==> config.mk <==
export PLATFORM = sky130hd
export DESIGN_NAME = pipelined_adder_flat
export DESIGN_NICKNAME = d
export VERILOG_FILES = /design/src/rtl/pipelined_adder_pkg.sv /design/src/rtl/pipelined_adder_if.sv /design/src/rtl/pipelined_adder_stage.sv /design/src/rtl/pipelined_adder.sv /design/src/flat_wrapper.sv
export SDC_FILE = /design/constraint.sdc
export NUM_CORES = 1
export LEC_CHECK = 0
export CORE_ASPECT_RATIO = 1.5
export CORE_MARGIN = 5
export CORE_UTILIZATION = 45
export DETAILED_ROUTE_END_ITERATION = 10
export GPL_ROUTABILITY_DRIVEN = 0
export PLACE_DENSITY = 0.74
export SLEW_MARGIN = 15
export SYNTH_ARGS = -nofsm -noshare
export SYNTH_HDL_FRONTEND = slang
export SYNTH_HIERARCHICAL = 1
export SYNTH_SLANG_ARGS = --single-unit
==> constraint.sdc <==
create_clock -name clk -period 11.45 [get_ports clk]
set_input_delay 2.29 -clock clk [delete_from_list [all_inputs] [get_ports clk]]
set_output_delay 2.29 -clock clk [all_outputs]
set_load 0.01 [all_outputs]
==> src/rtl/pipelined_adder_pkg.sv <==
// Shared definitions for the pipelined add/subtract unit: operation codes,
// default datapath width and the signed-overflow helper.
package pipelined_adder_pkg;

  localparam int XLEN = 32;

  localparam logic ADD_OP = 1'b0;
  localparam logic SUB_OP = 1'b1;

  // Signed overflow occurs when the carry into the MSB differs from the carry out of it.
  function automatic logic calcOverflow(input logic msbCarryIn, input logic msbCarryOut);
    return msbCarryIn ^ msbCarryOut;
  endfunction

endpackage

==> src/rtl/pipelined_adder_if.sv <==
// Operand/result handshake bundle for the pipelined adder. The master side
// supplies operands and consumes results; the slave side is the adder.
interface pipelined_adder_if
  import pipelined_adder_pkg::*;
#(
  parameter int N = XLEN
) ();

  logic         in_valid;
  logic         in_ready;
  logic [N-1:0] a;
  logic [N-1:0] b;
  logic         cin;
  logic         sub;
  logic         out_valid;
  logic         out_ready;
  logic [N-1:0] sum;
  logic         cout;
  logic         overflow;
  logic         zero;

  modport master (
    output in_valid, a, b, cin, sub, out_ready,
    input  in_ready, out_valid, sum, cout, overflow, zero
  );

  modport slave (
    input  in_valid, a, b, cin, sub, out_ready,
    output in_ready, out_valid, sum, cout, overflow, zero
  );

endinterface

==> src/rtl/pipelined_adder_stage.sv <==
// One carry-chain segment of the pipelined adder: a SEG-bit ripple adder over
// bits [K*SEG +: SEG] followed by the register slice that carries the partial
// sum, the still-unprocessed operand bits and the segment carries forward.
module pipe_adder_stage
  import pipelined_adder_pkg::*;
#(
  parameter int N    = XLEN,
  parameter int SEG  = 8,
  parameter int K    = 0,
  parameter bit LAST = 1'b0
) (
  input  logic         clk,
  input  logic         rst_n,
  input  logic         load_i,
  input  logic         advance_i,
  input  logic [N-1:0] a_i,
  input  logic [N-1:0] b_i,
  input  logic [N-1:0] sum_i,
  input  logic         carry_i,
  output logic         valid_o,
  output logic [N-1:0] a_o,
  output logic [N-1:0] b_o,
  output logic [N-1:0] sum_o,
  output logic         carry_o,
  output logic         msbCarry_o,
  output logic [N-1:0] sumNext_o
);

  localparam int LO = K * SEG;

  logic [SEG:0] segSum;
  logic [N-1:0] sum_d;
  logic         carry_d;
  logic         msbCarry_d;

  logic         valid_q;
  logic [N-1:0] a_q;
  logic [N-1:0] b_q;
  logic [N-1:0] sum_q;
  logic         carry_q;
  logic         msbCarry_q;

  // Add this segment and splice it into the partial sum; the MSB carry-in is recovered from a^b^sum.
  always_comb begin
    segSum     = {1'b0, a_i[LO +: SEG]} + {1'b0, b_i[LO +: SEG]} + {{SEG{1'b0}}, carry_i};
    sum_d      = sum_i;
    sum_d[LO +: SEG] = segSum[SEG-1:0];
    carry_d    = segSum[SEG];
    msbCarry_d = a_i[LO+SEG-1] ^ b_i[LO+SEG-1] ^ segSum[SEG-1];
  end

  // Valid bit follows load/drain with load winning; only the last slice clears its data since it drives the outputs.
  always_ff @(posedge clk) begin
    if (!rst_n) begin
      valid_q <= 1'b0;
      if (LAST) begin
        sum_q      <= '0;
        carry_q    <= 1'b0;
        msbCarry_q <= 1'b0;
      end
    end else begin
      if (load_i) begin
        valid_q <= 1'b1;
      end else if (advance_i) begin
        valid_q <= 1'b0;
      end
      if (load_i) begin
        a_q        <= a_i;
        b_q        <= b_i;
        sum_q      <= sum_d;
        carry_q    <= carry_d;
        msbCarry_q <= msbCarry_d;
      end
    end
  end

  assign valid_o    = valid_q;
  assign a_o        = a_q;
  assign b_o        = b_q;
  assign sum_o      = sum_q;
  assign carry_o    = carry_q;
  assign msbCarry_o = msbCarry_q;
  assign sumNext_o  = sum_d;

endmodule

==> src/rtl/pipelined_adder.sv <==
// Pipelined N-bit add/subtract unit. The carry chain is cut into STAGES equal
// segments, one per register slice, with a valid/ready handshake on both ends,
// bubble collapsing between slices and full backpressure from the consumer.
module pipelined_adder
  import pipelined_adder_pkg::*;
#(
  parameter int N      = XLEN,
  parameter int STAGES = 4
) (
  input logic               clk,
  input logic               rst_n,
  pipelined_adder_if.slave  bus
);

  localparam int SEG = N / STAGES;

  if ((STAGES < 1) || (STAGES > N) || ((N % STAGES) != 0)) begin : g_paramCheck
    $error("pipelined_adder: N must be a multiple of STAGES with 1 <= STAGES <= N");
  end

  logic [STAGES-1:0] valid;
  logic [STAGES-1:0] load;
  logic [STAGES-1:0] advance;
  logic              hasRoom;
  logic              inReady;

  logic [N-1:0] aChain     [STAGES+1];
  logic [N-1:0] bChain     [STAGES+1];
  logic [N-1:0] sumChain   [STAGES+1];
  logic         carryChain [STAGES+1];
  logic         msbChain   [STAGES];
  logic [N-1:0] sumNext    [STAGES];

  logic zero_q;

  assign aChain[0]     = bus.a;
  assign bChain[0]     = (bus.sub == SUB_OP) ? ~bus.b : bus.b;
  assign sumChain[0]   = '0;
  assign carryChain[0] = (bus.sub == ADD_OP) ? bus.cin : 1'b1;

  // Walk from the output back to the input: a slice may move if any slice downstream of it has a bubble or the consumer takes the result.
  always_comb begin
    advance = '0;
    load    = '0;
    hasRoom = bus.out_ready;
    for (int k = STAGES - 1; k >= 0; k--) begin
      advance[k] = valid[k] && hasRoom;
      hasRoom    = hasRoom || !valid[k];
    end
    inReady = hasRoom;
    load[0] = bus.in_valid && hasRoom;
    for (int k = 1; k < STAGES; k++) begin
      load[k] = advance[k-1];
    end
  end

  for (genvar k = 0; k < STAGES; k++) begin : g_stage
    pipe_adder_stage #(
      .N    (N),
      .SEG  (SEG),
      .K    (k),
      .LAST (k == STAGES - 1)
    ) u_stage (
      .clk        (clk),
      .rst_n      (rst_n),
      .load_i     (load[k]),
      .advance_i  (advance[k]),
      .a_i        (aChain[k]),
      .b_i        (bChain[k]),
      .sum_i      (sumChain[k]),
      .carry_i    (carryChain[k]),
      .valid_o    (valid[k]),
      .a_o        (aChain[k+1]),
      .b_o        (bChain[k+1]),
      .sum_o      (sumChain[k+1]),
      .carry_o    (carryChain[k+1]),
      .msbCarry_o (msbChain[k]),
      .sumNext_o  (sumNext[k])
    );
  end

  // Zero is evaluated on the complete sum as it enters the last slice so the output flag is a plain register.
  always_ff @(posedge clk) begin
    if (!rst_n) begin
      zero_q <= 1'b0;
    end else if (load[STAGES-1]) begin
      zero_q <= (sumNext[STAGES-1] == '0);
    end
  end

  assign bus.in_ready  = inReady;
  assign bus.out_valid = valid[STAGES-1];
  assign bus.sum       = sumChain[STAGES];
  assign bus.cout      = carryChain[STAGES];
  assign bus.overflow  = calcOverflow(msbChain[STAGES-1], carryChain[STAGES]);
  assign bus.zero      = zero_q;

endmodule

==> src/flat_wrapper.sv <==
// flat-port wrapper written by rule: the top's interface ports become plain ports
module pipelined_adder_flat import pipelined_adder_pkg::*;
#(
  parameter int N      = XLEN,
  parameter int STAGES = 4
)
  (clk, rst_n, bus_in_valid, bus_a, bus_b, bus_cin, bus_sub, bus_out_ready, bus_in_ready, bus_out_valid, bus_sum, bus_cout, bus_overflow, bus_zero);
  pipelined_adder_if #(.N(N)) bus_i ();
  input logic clk;
  input logic rst_n;
  input wire logic [$bits(bus_i.in_valid)-1:0] bus_in_valid;
  input wire logic [$bits(bus_i.a)-1:0] bus_a;
  input wire logic [$bits(bus_i.b)-1:0] bus_b;
  input wire logic [$bits(bus_i.cin)-1:0] bus_cin;
  input wire logic [$bits(bus_i.sub)-1:0] bus_sub;
  input wire logic [$bits(bus_i.out_ready)-1:0] bus_out_ready;
  output wire logic [$bits(bus_i.in_ready)-1:0] bus_in_ready;
  output wire logic [$bits(bus_i.out_valid)-1:0] bus_out_valid;
  output wire logic [$bits(bus_i.sum)-1:0] bus_sum;
  output wire logic [$bits(bus_i.cout)-1:0] bus_cout;
  output wire logic [$bits(bus_i.overflow)-1:0] bus_overflow;
  output wire logic [$bits(bus_i.zero)-1:0] bus_zero;
  assign bus_i.in_valid = bus_in_valid;
  assign bus_i.a = bus_a;
  assign bus_i.b = bus_b;
  assign bus_i.cin = bus_cin;
  assign bus_i.sub = bus_sub;
  assign bus_i.out_ready = bus_out_ready;
  assign bus_in_ready = bus_i.in_ready;
  assign bus_out_valid = bus_i.out_valid;
  assign bus_sum = bus_i.sum;
  assign bus_cout = bus_i.cout;
  assign bus_overflow = bus_i.overflow;
  assign bus_zero = bus_i.zero;
  pipelined_adder #(.N(N), .STAGES(STAGES)) u_core (.clk(clk), .rst_n(rst_n), .bus(bus_i));
endmodule
### Yosys cells after proc, flatten, opt, wreduce, memory -nomap -nowiden

Index checks and enable logic that the tools add are counted.
W data, S select, Z words.

| word-level totals | value |
|---|---|
| bits in read-only memories | 0 |
| bits in latches | 0 |
| memory bits (writable) | 0 |
| bits in registers | 282 |
| output and inout port bits | 37 |
| memories | 0 |

| operators by class | value |
|---|---|
| bitwise gates (word level) | 4 |
| add/subtract/negate cells | 8 |
| divide/modulo/power cells | 0 |
| $lt $le $gt $ge | 0 |
| multiply operators | 0 |
| mux-type cells | 10 |
| equality and inequality tests | 0 |
| reductions and logical operators | 21 |
| shift operators | 0 |

Operators with widths:

| kind | number |
|---|---|
| $add A8 B8 Y9 | 4 |
| $add A9 B1 Y9 | 4 |
| $logic_not A32 Y1 | 1 |
| $mux W32 | 1 |
| $not A32 Y32 | 1 |
| $mux W1 | 9 |
| $reduce_bool A2 Y1 | 4 |
| $reduce_and A2 Y1 | 3 |
| $logic_and A1 B1 Y1 | 5 |
| $logic_not A1 Y1 | 4 |
| $logic_or A1 B1 Y1 | 4 |
| $xor A1 B1 Y1 | 3 |

### Longest topological paths before layout

Gate-level depths: netlist of run 1.

| depth | value |
|---|---|
| word-level depth | 7 |
| mapped depth | 11 |
| gate-level depth less buffers | 10 |

### By module

Netlist of run 1, hierarchy kept.

Modules (own cells, without submodules):

| module | sequential area each (um^2) | cells an instance | area each (um^2) | instances |
|---|---|---|---|---|
| pipe_adder_stage (u_core.g_stage[1].u_stage ...) | 2962.8 | 177 | 3587.2 | 2 |
| pipe_adder_stage (u_core.g_stage[3].u_stage) | 2622.5 | 260 | 3852.4 | 1 |
| pipe_adder_stage (u_core.g_stage[0].u_stage) | 2962.8 | 177 | 3568.4 | 1 |
| pipelined_adder | 20.0 | 65 | 515.5 | 1 |

### Worst setup path after synthesis of run 1

OpenSTA, ideal clock, no wires.

| path | value |
|---|---|
| path type | input to register |
| start point | input port bus_out_ready |
| end point | register u_core.g_stage[0].u_stage.a_q[0] (enable) |
| path slack | 6.064 ns |
| library setup time | 0.468 ns |
| arrival | 4.918 ns |
| cell stages on the path | 4 |
| path buffers | 0 |
| cells stage by stage | nor2b_1 nand4_1 and2_1 and2_1 |

| between the ends | value |
|---|---|
| cells in the longest elaborated chain, start to end | 6 |

RTL lines:

| item | RTL line | source |
|---|---|---|
| from (decl) | flat_wrapper.sv:16 | `input wire logic [$bits(bus_i.out_ready)-1:0] bus_out_ready;` |
| $logic_or A1 B1 Y1 (4 in series) | pipelined_adder.sv:48 | `hasRoom = hasRoom \|\| !valid[k];` |
| via bus_in_ready | flat_wrapper.sv:17 | `output wire logic [$bits(bus_i.in_ready)-1:0] bus_in_ready;` |
| $logic_and A1 B1 Y1 | pipelined_adder.sv:51 | `load[0] = bus.in_valid && hasRoom;` |
| via u_core.load[0] | pipelined_adder.sv:22 | `logic [STAGES-1:0] load;` |
| $reduce_and A2 Y1 (no line) | n/a |  |
| to (signal assigned) | pipelined_adder_stage.sv:68 | `a_q <= a_i;` |
| to (decl) | pipelined_adder_stage.sv:37 | `logic [N-1:0] a_q;` |

The timed path passes the listed nets, and every way through them passes these cells.
A chain may end at the register's enable or synchronous reset.

### Final worst setup path of run 1

| path | value |
|---|---|
| start point | input port bus_out_ready |
| end point | output port bus_in_ready |

| between the ends | value |
|---|---|
| cells in the longest elaborated chain, start to end | 4 |

RTL lines:

| item | RTL line |
|---|---|
| $logic_or A1 B1 Y1 (4 in series) | pipelined_adder.sv:48 |
| to (decl) | flat_wrapper.sv:17 |

No other way between the ends.

==> results.md, run 1 <==
* Starting Density at 0.459
* Clk_lat worst skew at 420 ps
* WL met2 at 8000 µm
* Num CTS Buffers at 17
* Mapped Nets at 647
* Routed WL at 14100 µm
* CTS H-Tree Depth at 4
* First-pass GRT wire length at 23200 µm
* Final TNS setup at 0 ps
* # Max-Cap Violations at 0
* Yosys Warn Count at 6
* Hold Buf Count CTS at 0
* Worst Setup Slack, final at 5570 ps
* Core Area at 17400 µm²
* CP Data Arrival Time at 3590 ps
* Min-Delay Path Class: reg2reg
* WL met1 at 5090 µm
* Die area at 20600 µm²
* WS Path Type: in2out
* # clock sinks at 186
* Drt wl/cell at 16.6 µm
* Power density cells at 159 nW/µm²
* CTS tree: done
* Clk_skew at 7.04 ps
* Mapped Cells at 541
* Worst rel slew slack at 0.350
* Setup Buffers After CTS at 0
* Max layer used: met4
* Layout cells sized above 1 at 0.102
* Syn Area/Cell at 14.8 µm²
* Vias in the first global route at 4746
* Shortest period the worst path allows at 5880 ps
* Final HPWL DP at 10200 µm
* Initial antenna violation count at 0
* Post-layout util at 0.553
* Port Buffers at 106
* Lkg Pwr at 3.35 nW
* Die Y at 173 µm
* Critical Path RT at 9160 ps
* Post-cts repair resize count at 0
* CP startpoint kind: primary input
* Fmax at 170 MHz
* CTS Buffer Depth at 2
* Count of final hold-check violations at 0
* Filler cell count at 1420
* Final period util at 0.513
* GRT overflow at 0
* Final Max Tran Viols at 0
* Via count at 4399
* 1st-iter DRT viols at 202
* Peak supply drop at 0.0654 mV
* NumNets Final at 730
* CP max FO at 3
* Tightest Pin Transition at 975 ps
* Crit path capture type: output port
* DRC errors left at 0
* Pre-CTS setup slack at 5580 ps
* I/O pin count at 107
* Std cell rows at 59
* Root buffer cell: clkbuf_16
* Via density at 5.18
* Status: complete, no violations
* RSZ-0062 raised after global routing: no
* Remaining antenna violation count at 0
* Hold slack at 414 ps
* Met3 wire len at 596 µm
* Total Power at 1.54 mW
* Ant diodes at 0
* Synth-to-Final Area Change at 20.4%
* Clock slew at reported path FFs at 60 ps
* Synthesized area at 8010 µm²
* First drt pass iteration count at 4
* GRT Total Usage at 0.145
* Final setup fails at 0
* Largest net degree at the start of global routing at 58
* Die width at 119 µm
## power breakdown
group          total (mW)  leakage, nW  internal (mW)  switching (mW)
logic               0.177         1.39         0.0884          0.0882
clock network       0.565        0.280          0.331           0.233
registers           0.795         1.68          0.780          0.0156
## critical path, cell delays in order
cell and delay, ps:
clkdlybuf4s50_1 440, nor2b_1 210, nand4_1 140, clkdlybuf4s50_1 500
## flip-flops by register name (all words and copies together), names as in the netlist
name,cells
u_core/g_stage.u_stage/b_o,48
u_core/g_stage.u_stage/sum_o,80
u_core/bus.zero,1
u_core/g_stage.u_stage/a_o,48
u_core/g_stage.u_stage/msbCarry_o,1
u_core/g_stage.u_stage/carry_o,4
u_core/g_stage.u_stage/valid_o,4
## per-stage QoR
step	area (µm²)	std cells
floorplan	8010	541
global placement	9060	818
detailed placement	9060	818
CTS	9640	850
global route	9640	850
finish	9640	850
## area by class of cell
class,count,area [µm²],share of cell area
Clock buffer,20,457,0.0474
Timing Repair Buffer,109,1080,0.112
Tap cell,213,267,0.0276
Inverter,15,56.3,0.00584
Sequential cell,186,5190,0.539
Multi-Input combinational cell,295,2460,0.255
Clock inverter,12,124,0.0129
## cell usage in the layout, fill, tap and decap left out, drive strengths merged, types with 3 or more instances in the layout
cell type / instances
a21boi: 3
a21o: 4
a21oi: 23
a311o: 9
and2: 9
buf: 4
clkbuf: 20
clkdlybuf4s50: 105
clkinv: 6
clkinvlp: 3
dfxtp: 39
edfxtp: 147
fa: 8
ha: 28
inv: 16
mux2i: 27
nand2: 15
nand2b: 5
nand3: 13
nand3b: 5
nor2: 3
nor2b: 35
nor3: 4
nor4: 9
nor4b: 4
o21a: 8
o21ai: 6
o21bai: 4
o221ai: 3
or3: 3
xnor2: 8
xor2: 40
## final timing paths
path                                      from                                 to  slack (ps)  cells past startpoint
max                              bus_out_ready                       bus_in_ready        5570                      4
min          u_core/g_stage[0].u_stage/b_o[19]  u_core/g_stage[1].u_stage/b_o[19]         410                      0
max reg2reg  u_core/g_stage[2].u_stage/a_o[24]                    u_core/bus.zero        7970                     10
min reg2reg  u_core/g_stage[0].u_stage/b_o[19]  u_core/g_stage[1].u_stage/b_o[19]         410                      0
## layer usage
metal  up-vias  global-route usage
met3        29              0.0366
met5         -                   0
met2       119               0.272
met1      2124               0.145
met4         0              0.0725
li1       2127                   -
Note: power is estimated with default switching activity, not from simulation.
==> inputs of run 2 (changes only) <==
- clock period: 11.45 -> 5.6 ns (I/O delays scaled with it)
==> run 2 against run 1 <==
Cell count is 0.12% lower. Largest cell class unchanged. Sequential power grew 110%. Count of clock-buffer cells in the layout down 3. Highest routed layer unchanged. Register-to-register slack got worse by 5800 ps. Critical path depth unchanged. Critical endpoint unchanged.
==> results.md, run 2 (same netlist as run 1, synthesis figures left out) <==
* Post-layout util at 0.554 (about the same)
* Most frequent cells in the layout: 147 x edfxtp_1, 105 x clkdlybuf4s50_1, 40 x xor2_1, 39 x dfxtp_1, 35 x nor2b_1
* Routed WL at 14200 µm (+0.86%)
* CTS H-Tree Depth at 4 (unchanged)
* Core Area at 17400 µm² (unchanged)
* Largest net degree at the start of global routing at 50 (-14%)
* Layout cells sized above 1 at 0.104 (+0.00173)
* Worst rel slew slack at 0.250 (-0.0999)
* CP startpoint kind: primary input
* Lkg Pwr at 3.33 nW (-0.58%)
* Status: complete, no violations
* Clk pwr share at 0.373 (+0.005)
* Post-cts repair resize count at 0 (unchanged)
* Flip-flop count of the largest register after layout at 80 (unchanged)
* CTS tree: done
* First drt pass iteration count at 4 (unchanged)
* Hold Path Stages at 0 (unchanged)
* Final TNS setup at 0 ps (unchanged)
* Total Power at 3.17 mW (+110%)
* Internal Power at 2.44 mW (+100%)
* Fmax at 284 MHz
* GRT Total Usage at 0.145 (+0.000896)
* # clock sinks at 186 (unchanged)
* Final period util at 0.629
* Port Buffers at 106 (unchanged)
* Reg2Reg Depth at 10 (unchanged)
* Register Area at 5190 µm² (unchanged)
* Ant diodes at 0 (unchanged)
* Placed inst area at 9050 µm² (about the same)
* Root buffer cell: clkbuf_16
* # Max-Cap Violations at 0 (unchanged)
* Power share of the combinational group at 0.114 (about the same)
* CP max FO at 3 (unchanged)
* Synth-to-Final Area Change at 20.5% (about the same)
* Initial antenna violation count at 0 (unchanged)
* Clk_lat worst skew at 420 ps (about the same)
* Std cell rows at 59 (unchanged)
* Critical Path RT at 4480 ps (-4680 ps)
* Final HPWL DP at 10400 µm (+2.4%)
* Hold Buf Count CTS at 0 (unchanged)
* Setup Buffers After CTS at 0 (unchanged)
* Final Max Tran Viols at 0 (unchanged)
* Final setup fails at 0 (unchanged)
* Clk_skew at 8.18 ps (+1.14 ps)
* Area of the multi-input gates at 2460 µm² (unchanged)
* Via count at 4373 (-0.59%)
* Count of final hold-check violations at 0 (unchanged)
* Switching Share at 0.230 (+0.0106)
* Die Y at 173 µm (unchanged)
* Shortest period the worst path allows at 3520 ps
* CTS Buffer Depth at 2 (unchanged)
* R2R setup slack at 2190 ps (-5780 ps)
* Filler cell count at 1409 (-0.77%)
* Die width at 119 µm (unchanged)
* Pre-CTS setup slack at 1870 ps (-3710 ps)
* Commonest non-fill, non-tap cell in the layout: edfxtp_1
* First-pass GRT wire length at 23400 µm (+0.56%)
* Drt wl/cell at 16.7 µm (+0.98%)
* Register share of total power at 0.513 (-0.005)
* Vias in the first global route at 4700 (-0.97%)
* Peak supply drop at 0.200 mV (+200%)
* Clock slew at reported path FFs at 70 ps (about the same)
* I/O pin count at 107 (unchanged)
* WS Path Type: in2out
* Tightest Pin Transition at 1120 ps (+150 ps)
* Worst Setup Slack, final at 2080 ps (-3500 ps)
* Fin cells at 849 (-0.12%)
* DRC errors left at 0 (unchanged)
* Via density at 5.15 (-0.47%)
* Post-route cell area at 9640 µm² (about the same)
* Remaining antenna violation count at 0 (unchanged)
* Placed instance count at 817 (-0.12%)
* NumNets Final at 729 (-0.14%)
* Power density cells at 329 nW/µm² (+110%)
* Min-Delay Path Class: reg2reg
* CP Data Arrival Time at 2400 ps (-1190 ps)
* GRT overflow at 0 (unchanged)
* Die area at 20600 µm² (unchanged)
* Sw Pwr at 0.729 mW (+120%)
* RSZ-0062 raised after global routing: no
* Starting Density at 0.459 (unchanged)
* 1st-iter DRT viols at 240 (+19%)
* Num CTS Buffers at 17 (unchanged)
* Crit path capture type: output port
* Hold slack at 417 ps (+2.68 ps)
run 2: cell types whose count changed in the layout (fill, tap and decap cells not counted):
cell	before	now
clkinvlp_4	3	8
buf_4	3	2
clkbuf_8	2	0
inv_8	0	3
clkinv_4	1	0
clkbuf_1	1	0
clkinv_1	1	0
clkinv_2	4	1
run 2: final timing paths:
kind | start | to
worst max register to register | u_core/g_stage[2].u_stage/a_o[24] | u_core/bus.zero
worst min register to register | u_core/g_stage[0].u_stage/b_o[24] | u_core/g_stage[1].u_stage/b_o[24]
worst max-delay path | bus_out_ready | bus_in_ready
worst min-delay path | u_core/g_stage[0].u_stage/b_o[24] | u_core/g_stage[1].u_stage/b_o[24]
run 2: routing by layer:
| metal | part of all wire | vias to the layer above | GRT usage |
|---|---|---|---|
| met4 | 0.032 | 0 | 0.0768 |
| li1 | - | 2128 | - |
| met3 | 0.038 | 25 | 0.0336 |
| met1 | 0.38 | 2117 | 0.156 |
| met5 | 0 | - | 0 |
| met2 | 0.55 | 103 | 0.263 |
run 2: area by class of cell:
type,instances,area share
multi-input cells,295,0.255
repair buffers,108,0.111
clock buffers,17,0.0441
clock inverters,15,0.0174
well taps,213,0.0276
inverters,15,0.00584
flip-flops and latches,186,0.539
run 2: power by group through the flow:
stage	clock, mW	sequential, mW	combinational, mW
2_1_floorplan	0	1.65	0.234
3_3_place_gp	0	1.65	0.348
3_5_place_dp	0	1.66	0.360
4_1_cts	1.20	1.63	0.363
5_1_grt	1.26	1.64	0.398
6_report	1.18	1.63	0.360
run 2: critical path: stages:
cell             delay, ps
clkdlybuf4s50_1        430
nor2b_1                220
nand4_1                140
clkdlybuf4s50_1        500
==> inputs of run 3 (changes only) <==
- PLACE_DENSITY: 0.74 -> 0.76
- clock period: 5.6 -> 2.9 ns (I/O delays scaled with it)
==> run 3 against run 2 <==
The flow now finishes with violations (negative setup slack). Cell count increased by 2.2%. Hold slack got worse by 5.5 ps. Sequential cell count unchanged. Worst setup slack got worse by 2100 ps. First-iteration DRC count increased by 6.7%. Clock skew increased by 2.3 ps. Power increased by 100%. Sequential share of layout area decreased by 1.6 points. Clock power increased by 110%. Non-clock buffer count increased by 19.
==> results.md, run 3 (same netlist as run 1, synthesis figures left out) <==
* Via density at 5.22 (+1.4%)
* Remaining antenna violation count at 0 (unchanged)
* Num CTS Buffers at 17 (unchanged)
* Post-route cell area at 9940 µm² (+3.1%)
* Clk_skew at 10.5 ps (+2.33 ps)
* Root buffer cell: clkbuf_16
* Placed inst area at 9180 µm² (+1.4%)
* Routed WL at 15000 µm (+5.7%)
* Commonest non-fill, non-tap cell in the layout: edfxtp_1
* Failing checks: negative setup slack
* Core Area at 17400 µm² (unchanged)
* CTS tree: done
* Starting Density at 0.459 (unchanged)
* DRC errors left at 0 (unchanged)
* First-pass GRT wire length at 23800 µm (+1.9%)
* First drt pass iteration count at 5 (+1)
* CP startpoint kind: flop
* Most frequent cells in the layout: 147 x edfxtp_1, 105 x clkdlybuf4s50_1, 40 x xor2_1, 39 x dfxtp_1, 35 x nor2b_1
* Peak supply drop at 0.349 mV (+75%)
* Total Power at 6.32 mW (+100%)
* Layout cells sized above 1 at 0.139 (+0.0352)
* Die Y at 173 µm (unchanged)
* CP max FO at 3 (unchanged)
* Ant diodes at 0 (unchanged)
* Port Buffers at 106 (unchanged)
* Drt wl/cell at 17.3 µm (+3.3%)
* 1st-iter DRT viols at 256 (+6.7%)
* Worst r2r src: u_core/g_stage[2].u_stage/a_o[24]
* Pre-CTS setup slack at -139 ps (-2010 ps)
* WS Path Type: reg2reg
* CP Data Arrival Time at 3300 ps (+900 ps)
* RSZ-0062 raised after global routing: yes
* GRT Total Usage at 0.148 (+0.00264)
* Lkg Pwr at 3.49 nW (+4.9%)
* HP Start: u_core/g_stage[1].u_stage/b_o[31]
* Hold Path Stages at 0 (unchanged)
* Hold slack at 411 ps (-5.50 ps)
* Hold endpoint: u_core/g_stage[2].u_stage/b_o[31]
* RR Endpoint: u_core/bus.zero
* Reg2Reg Depth at 10 (unchanged)
* # Max-Cap Violations at 0 (unchanged)
* R2R setup slack at -40 ps (-2230 ps)
* Clock slew at reported path FFs at 70 ps (about the same)
* # clock sinks at 186 (unchanged)
* Shortest period the worst path allows at 2940 ps
* CTS H-Tree Depth at 4 (unchanged)
* Initial antenna violation count at 0 (unchanged)
* Crit path capture type: flop
* Count of final hold-check violations at 0 (unchanged)
* Worst rel slew slack at 0.630 (+0.380)
* Largest net degree at the start of global routing at 50 (unchanged)
* Synth-to-Final Area Change at 24.2%
* Vias in the first global route at 4893 (+4.1%)
* Tightest Pin Transition at 555 ps (-570 ps)
* Flip-flop count of the largest register after layout at 80 (unchanged)
* I/O pin count at 107 (unchanged)
* NumNets Final at 748 (+2.6%)
* Final Max Tran Viols at 0 (unchanged)
* Clk_lat worst skew at 420 ps (about the same)
* Final HPWL DP at 10900 µm (+4.6%)
* Std cell rows at 59 (unchanged)
* CTS Buffer Depth at 2 (unchanged)
* Final period util at 1.01
* Fmax at 341 MHz
* Die area at 20600 µm² (unchanged)
* Via count at 4533 (+3.7%)
* Status: finished, violations left
* Min-Delay Path Class: reg2reg
* GRT overflow at 0 (unchanged)
* Final setup fails at 1 (+1)
* Die width at 119 µm (unchanged)
* Power density cells at 636 nW/µm² (+94%)
* Critical Path RT at 3260 ps (-1220 ps)
* Worst Setup Slack, final at -36.6 ps (-2120 ps)
[run 3: final cells by class]
| type | instances | area [µm²] |
|---|---|---|
| Clock buffer | 19 | 443 |
| Timing Repair Buffer | 127 | 1290 |
| Sequential cell | 186 | 5190 |
| Tap cell | 213 | 267 |
| Inverter | 15 | 56.3 |
| Clock inverter | 13 | 191 |
| Fill cell | 1371 | 7480 |
| Multi-Input combinational cell | 295 | 2490 |
[run 3: timing repair]
action | in CTS | in global routing
endpoints found under the setup margin | 1 | 2
hold buffers | 0 | 0
cloned | 0 | 0
buffers inserted | 9 | 2
hold endpoints to repair | 0 | 0
pin swaps | 9 | 8
resized for setup | 4 | 9
[run 3: critical path, cell delays in order (launching register included)]
cell and delay, ps:
edfxtp_1 420, fa_2 420, fa_2 380, a211oi_2 250, o21bai_1 130, a211oi_2 290, nor2_2 90, nor4b_4 210
nand4_1 130, or4_4 490, o21ai_2 60
[run 3: worst max path at each step]
stage	startpoint	slack, ps	endpoint	cells past startpoint
3_5_place_dp	u_core/g_stage[2].u_stage/a_o[24]	-140	u_core/bus.zero	10
4_1_cts	u_core/g_stage[2].u_stage/carry_o	-30	u_core/bus.zero	10
3_3_place_gp	u_core/g_stage[2].u_stage/a_o[24]	20	u_core/bus.zero	10
6_report	u_core/g_stage[2].u_stage/a_o[24]	-40	u_core/bus.zero	10
5_1_grt	u_core/g_stage[2].u_stage/a_o[24]	-160	u_core/bus.zero	10
2_1_floorplan	u_core/g_stage[2].u_stage/a_o[24]	2	u_core/bus.zero	10
[run 3: power by group]
group          leakage (nW)  internal, mW  total (mW)  switching [mW]
registers              1.68          3.08        3.14          0.0627
clock network         0.300          1.47        2.43           0.959
logic                  1.51         0.385       0.753           0.367
[run 3: per-stage QoR]
stage	util	cells	setup TNS, ps
2_1_floorplan	-	541	0
3_3_place_gp	0.527	826	0
3_5_place_dp	0.527	826	-139
4_1_cts	0.568	867	-26.5
5_1_grt	0.571	868	-217
6_report	0.571	868	-36.6
[run 3: routing by layer]
| layer | vias up | wire length [µm] | GRT usage | share of wire |
|---|---|---|---|---|
| li1 | 2161 | - | - | - |
| met1 | 2201 | 5460 | 0.149 | 0.36 |
| met2 | 140 | 8440 | 0.276 | 0.56 |
| met3 | 31 | 742 | 0.0483 | 0.049 |
| met4 | 0 | 369 | 0.0633 | 0.025 |
| met5 | - | 0 | 0 | 0 |
